### src/rtl/jtag_pkg.sv
// Shared JTAG constants and types.
// Used by the TDO capture block and the player.
package jtag_pkg;

    localparam int DEPTH_DEFAULT = 16;
    localparam int BYTE_W        = 8;
    localparam int BIT_CNT_W     = 3;

    typedef logic [BYTE_W-1:0] byte_t;

endpackage

### src/rtl/jtag_tdo_capture_fifo.sv
// Synchronous first-word-fall-through byte FIFO
// with occupancy count and sticky overflow.
module capture_fifo
    import jtag_pkg::*;
#(
    parameter int DEPTH = DEPTH_DEFAULT
) (
    input  logic                       clk_i,
    input  logic                       rst_i,
    input  logic                       wr_en_i,
    input  byte_t                      wr_data_i,
    input  logic                       rd_en_i,
    output byte_t                      rd_data_o,
    output logic                       empty_o,
    output logic                       full_o,
    output logic [$clog2(DEPTH):0]     count_o,
    output logic                       overflow_o
);

    localparam int AW = $clog2(DEPTH);

    byte_t        mem [DEPTH];
    logic [AW:0]  wr_q;
    logic [AW:0]  rd_q;
    logic         ovf_q;
    logic         do_rd;
    logic         do_wr;

    // Extra pointer bit lets the difference reach DEPTH.
    assign count_o    = wr_q - rd_q;
    assign empty_o    = (count_o == '0);
    assign full_o     = (count_o == (AW+1)'(DEPTH));
    assign do_rd      = rd_en_i & ~empty_o;
    assign do_wr      = wr_en_i & (~full_o | do_rd);
    assign rd_data_o  = empty_o ? '0 : mem[rd_q[AW-1:0]];
    assign overflow_o = ovf_q;

    // Pointer and sticky overflow update.
    always_ff @(posedge clk_i) begin
        if (rst_i) begin
            wr_q  <= '0;
            rd_q  <= '0;
            ovf_q <= 1'b0;
        end else begin
            if (do_wr) begin
                wr_q <= wr_q + 1'b1;
            end
            if (do_rd) begin
                rd_q <= rd_q + 1'b1;
            end
            if (wr_en_i && !do_wr) begin
                ovf_q <= 1'b1;
            end
        end
    end

    // Storage write; contents are qualified by the pointers.
    always_ff @(posedge clk_i) begin
        if (do_wr) begin
            mem[wr_q[AW-1:0]] <= wr_data_i;
        end
    end

endmodule

### src/rtl/jtag_tdo_capture.sv
// Samples TDO on TCK rising edges, assembles bytes
// and queues them in a FWFT FIFO for the host.
module jtag_tdo_capture
    import jtag_pkg::*;
#(
    parameter int DEPTH     = DEPTH_DEFAULT,
    parameter bit LSB_FIRST = 1'b1
) (
    input  logic                       clk_in,
    input  logic                       rst,
    input  logic                       tck,
    input  logic                       tdo,
    input  logic                       capture_en,
    input  logic                       flush,
    input  logic                       rd_en,
    output logic [BYTE_W-1:0]          data_out,
    output logic                       empty_fifo,
    output logic                       full_fifo,
    output logic [$clog2(DEPTH):0]     data_count,
    output logic                       overflow,
    output logic [BIT_CNT_W-1:0]       last_bits
);

    logic                  tck_q;
    logic                  sample;
    logic [BIT_CNT_W-1:0]  bit_cnt_q;
    logic [BIT_CNT_W-1:0]  bit_cnt_d;
    byte_t                 asm_q;
    byte_t                 asm_d;
    logic                  push_q;
    logic                  push_d;
    byte_t                 push_data_q;
    byte_t                 push_data_d;
    logic [BIT_CNT_W-1:0]  last_bits_q;
    logic [BIT_CNT_W-1:0]  last_bits_d;
    byte_t                 shifted;
    logic [BIT_CNT_W:0]    cnt_after;
    logic [BIT_CNT_W-1:0]  idx;

    assign sample    = tck & ~tck_q & capture_en;
    assign idx       = LSB_FIRST ? bit_cnt_q : ~bit_cnt_q;
    assign last_bits = last_bits_q;

    // Fold in the current bit first, then decide on a push.
    always_comb begin
        shifted   = asm_q;
        cnt_after = {1'b0, bit_cnt_q};
        if (sample) begin
            if (bit_cnt_q == '0) begin
                shifted = '0;
            end
            shifted[idx] = tdo;
            cnt_after    = {1'b0, bit_cnt_q} + (BIT_CNT_W+1)'(1);
        end
        asm_d       = shifted;
        bit_cnt_d   = cnt_after[BIT_CNT_W-1:0];
        push_d      = 1'b0;
        push_data_d = shifted;
        last_bits_d = last_bits_q;
        if (cnt_after[BIT_CNT_W]) begin
            push_d = 1'b1;
            if (flush) begin
                last_bits_d = '0;
            end
        end else if (flush) begin
            last_bits_d = cnt_after[BIT_CNT_W-1:0];
            bit_cnt_d   = '0;
            asm_d       = '0;
            if (cnt_after != '0) begin
                push_d = 1'b1;
            end
        end
    end

    // Edge detector, assembly state and pending push.
    always_ff @(posedge clk_in) begin
        if (rst) begin
            tck_q       <= 1'b0;
            bit_cnt_q   <= '0;
            asm_q       <= '0;
            push_q      <= 1'b0;
            push_data_q <= '0;
            last_bits_q <= '0;
        end else begin
            tck_q       <= tck;
            bit_cnt_q   <= bit_cnt_d;
            asm_q       <= asm_d;
            push_q      <= push_d;
            push_data_q <= push_data_d;
            last_bits_q <= last_bits_d;
        end
    end

    capture_fifo #(
        .DEPTH (DEPTH)
    ) u_fifo (
        .clk_i      (clk_in),
        .rst_i      (rst),
        .wr_en_i    (push_q),
        .wr_data_i  (push_data_q),
        .rd_en_i    (rd_en),
        .rd_data_o  (data_out),
        .empty_o    (empty_fifo),
        .full_o     (full_fifo),
        .count_o    (data_count),
        .overflow_o (overflow)
    );

endmodule

### config.mk
export PLATFORM = sky130hd
export DESIGN_NAME = jtag_tdo_capture
export DESIGN_NICKNAME = d
export VERILOG_FILES = /design/src/rtl/jtag_pkg.sv /design/src/rtl/jtag_tdo_capture_fifo.sv /design/src/rtl/jtag_tdo_capture.sv
export SDC_FILE = /design/constraint.sdc
export NUM_CORES = 1
export LEC_CHECK = 0
export BUFFER_PORTS_ARGS = -buffer_cell sky130_fd_sc_hd__buf_2
export CORE_ASPECT_RATIO = 0.7
export CORE_UTILIZATION = 40
export CTS_CLUSTER_SIZE = 8
export DETAILED_ROUTE_END_ITERATION = 16
export PLACE_DENSITY = 0.63
export SLEW_MARGIN = 15
export SYNTH_ARGS = -nofsm -noshare
export SYNTH_HDL_FRONTEND = slang
export SYNTH_SLANG_ARGS = --single-unit
### constraint.sdc
create_clock -name clk_in -period 3.3 [get_ports clk_in]
set_clock_uncertainty 0.2 [all_clocks]
set_input_delay 0.66 -clock clk_in [delete_from_list [all_inputs] [get_ports clk_in]]
set_output_delay 0.66 -clock clk_in [all_outputs]
set_load 0.05 [all_outputs]
==> reports/metrics.cfg <==
[status]
status=finished, violations left
violations=negative setup slack

[global_route]
grt_max_degree=33
track_usage_pct=17.7
grt_pass1_wl_um=22100
grt_pass1_vias=3807
antenna_found_initial=0
grt_overflow=0

[floorplan]
die_area_um2=17500
core_area_um2=16400
die_h_um=111
rows=39
top_level_ports=26
die_x_um=158
start_util_pct=41.2

[routing]
antenna_left=0
drt_iter0_drc=235
drc_errors=0
vias_per_cell=5.33
post_drt_wl_per_cell_um=20.3
drt_first_pass_iters=5
vias=3714
routed_wl_um=14200

[place]
portBuffers=25
place_inst=656
gp_congestion=0.848
dpl.hpwl_um=9060

[timing]
setup_viol=10
fin_ws_ns=-0.124
post-route-period-util_pct=104
period_minus_slack_ns=3.42
slew_headroom_pct=52.9
tightestPinTransition_ns=0.703
rsz0062_at_grt=true
maxSlewViolCount=0
max_freq_mhz=292
hold_violations=0

[setup_path]
cp.required_ns=2.44
slowest_stage=fa_2
crit_path_max_incr_delay_ns=0.45
crit_type=flip-flop to output port
start_kind=flip-flop
crit_family=adder cells
crit_chain=inv_2 -> ha_4 -> inv_2 -> fa_2 -> nand3b_1 -> a211o_1 -> a2bb2oi_4 -> buf_12 -> a211oi_4 -> buf_6
critPathArrivalTime_ns=2.56
cp_common_cell=inv_2
cp_max_fo=6
endpoint_kind=output port
crit_start=u_fifo.wr_q[0]$_SDFFE_PP0P_
r2r-start=u_fifo.rd_q[2]$_SDFFE_PP0P_
critPathBufInv=4

[synthesis]
synth_edf_count=128
yosys-top-cells-count=128 x edfxtp_1, 39 x dfxtp_1, 39 x mux4_2, 28 x nor2_1, 18 x and3_1
syn_area_um2=6770
ys_ff_latch=167
syn_avg_cell_area_um2=16.4
synth_top_area_share_pct=56.7
synth_cells=413
async_reset_ff_share_pct=0
synth_flop_cell=edfxtp_1
yosys_warnings=0
syn_nets=432
yosysTopAreaCell=edfxtp_1
synth.area.top_cells=edfxtp_1 57%, mux4_2 13%, dfxtp_1 12%
yosysSeqAreaShare_pct=68.3
synthDistinctLibCells=43
synth_most_common_cell=edfxtp_1

[cells_and_area]
drive_gt1_share_pct=32.8
insertedDiodeCount=0
nets=478
syn_to_final_growth_pct=20.4
finish.utilization_pct=49.6
fin_cells=697

[cts]
cts_buffers=17
clockBufferDepth=2
clk_pin_slew_worst_paths_ns=0.07
clk_latency_ns=0.42
clock-root-buffer=clkbuf_16
clock_sinks=167
cts_tree=yes
htreeDepth=4

[power_and_ir_drop]
p_per_area_nw_per_um2=824
max-vdd-ir-drop_mv=0.595
p_leak_nw=2.56

[job]
cap_viol_max_count=0

[min_path]
hold_class=flip-flop to flip-flop
hp-start=last_bits[2]$_SDFFE_PP0P_

placed cells by master (no fill, tap or decap), types with 11 or more instances in the layout:
cell       count
a21oi_1       16
and3_2        11
buf_2         15
buf_4         18
clkbuf_16     17
dfxtp_1       36
edfxtp_1     128
inv_1         11
mux4_2        39
nand2_1       13
nor2_1        28
power breakdown:
part	total, mW	internal [mW]	switching (mW)	leakage (nW)
registers	2.29	2.26	0.0266	1.30
logic	2.29	0.980	1.31	0.954
clock network	2.14	1.29	0.849	0.308
timing repair:
item                       4_1_cts  5_1_grt
hold buffers                     0        0
setup buffers                   10        0
pin swaps                        4        3
setup endpoints to repair       10      122
gates cloned                     1        0
gates resized for setup         36       14
final timing paths:
path / endpoint / slack (ns) / cells past startpoint
max: data_out[6] / -0.12 / 10
min: last_bits[2]$_SDFFE_PP0P_ / 0.25 / 2
max reg2reg: u_fifo.wr_q[4]$_SDFFE_PP0P_ / 0.15 / 9
min reg2reg: last_bits[2]$_SDFFE_PP0P_ / 0.25 / 2
logic make-up (layout without fill, tap and decap cells):
family | Yosys count | in the layout | share of synthesized area, %
compound gates | 38 | 38 | 3.80
flops | 167 | 167 | 68.3
xor+xnor | 5 | 5 | 0.646
simple gates | 112 | 112 | 8.98
fa+ha+maj | 12 | 12 | 2.33
buf+inv | 33 | 92 | 1.92
mux | 46 | 46 | 14.1
routing by layer:
metal / wire length (um) / GRT usage (%)
met3: 944 / 4.22
met5: 0 / 0
met4: 87 / 5.57
met1: 6650 / 26.8
met2: 6470 / 25.1
registers in the layout, summed over array words and instances (netlist names), named ones only:
name and flops:
asm_q 8, bit_cnt_q 3, last_bits 3, push_data_q 8
push_q 1, tck_q 1, u_fifo.mem 128, u_fifo.overflow_o 1
u_fifo.rd_q 5, u_fifo.wr_q 5
worst min-delay path: cells and delay by family, from the launching register on:
family,cells,cell delay [ns]
DFF,1,0.31
and+or+nand+nor,1,0.05
AOI/OAI and AO/OA,1,0.05
final cells by class:
type                    instances  area [um2]
repair buffers                 47         403
well taps                     225         282
inverters                      13        48.8
clock buffers                  17         425
flip-flops and latches        167        4630
multi-input cells             213        2160
fillers                      1377        8290
clock inverters                15         214
metrics by stage:
| step | worst slack, ns | TNS [ns] | power [mW] | cell area [um2] | hold slack [ns] |
|---|---|---|---|---|---|
| floorplan | -0.0902 | -3.89 | 3.77 | 6860 | 0.245 |
| global placement | 0.144 | 0 | 4.20 | 7310 | 0.246 |
| detailed placement | 0.0981 | 0 | 4.20 | 7310 | 0.246 |
| CTS | -0.131 | -0.904 | 6.89 | 8170 | 0.250 |
| global route | -0.220 | -1.92 | 6.98 | 8160 | 0.254 |
| finish | -0.124 | -0.973 | 6.72 | 8160 | 0.253 |
(Power assumes the default switching activity.)
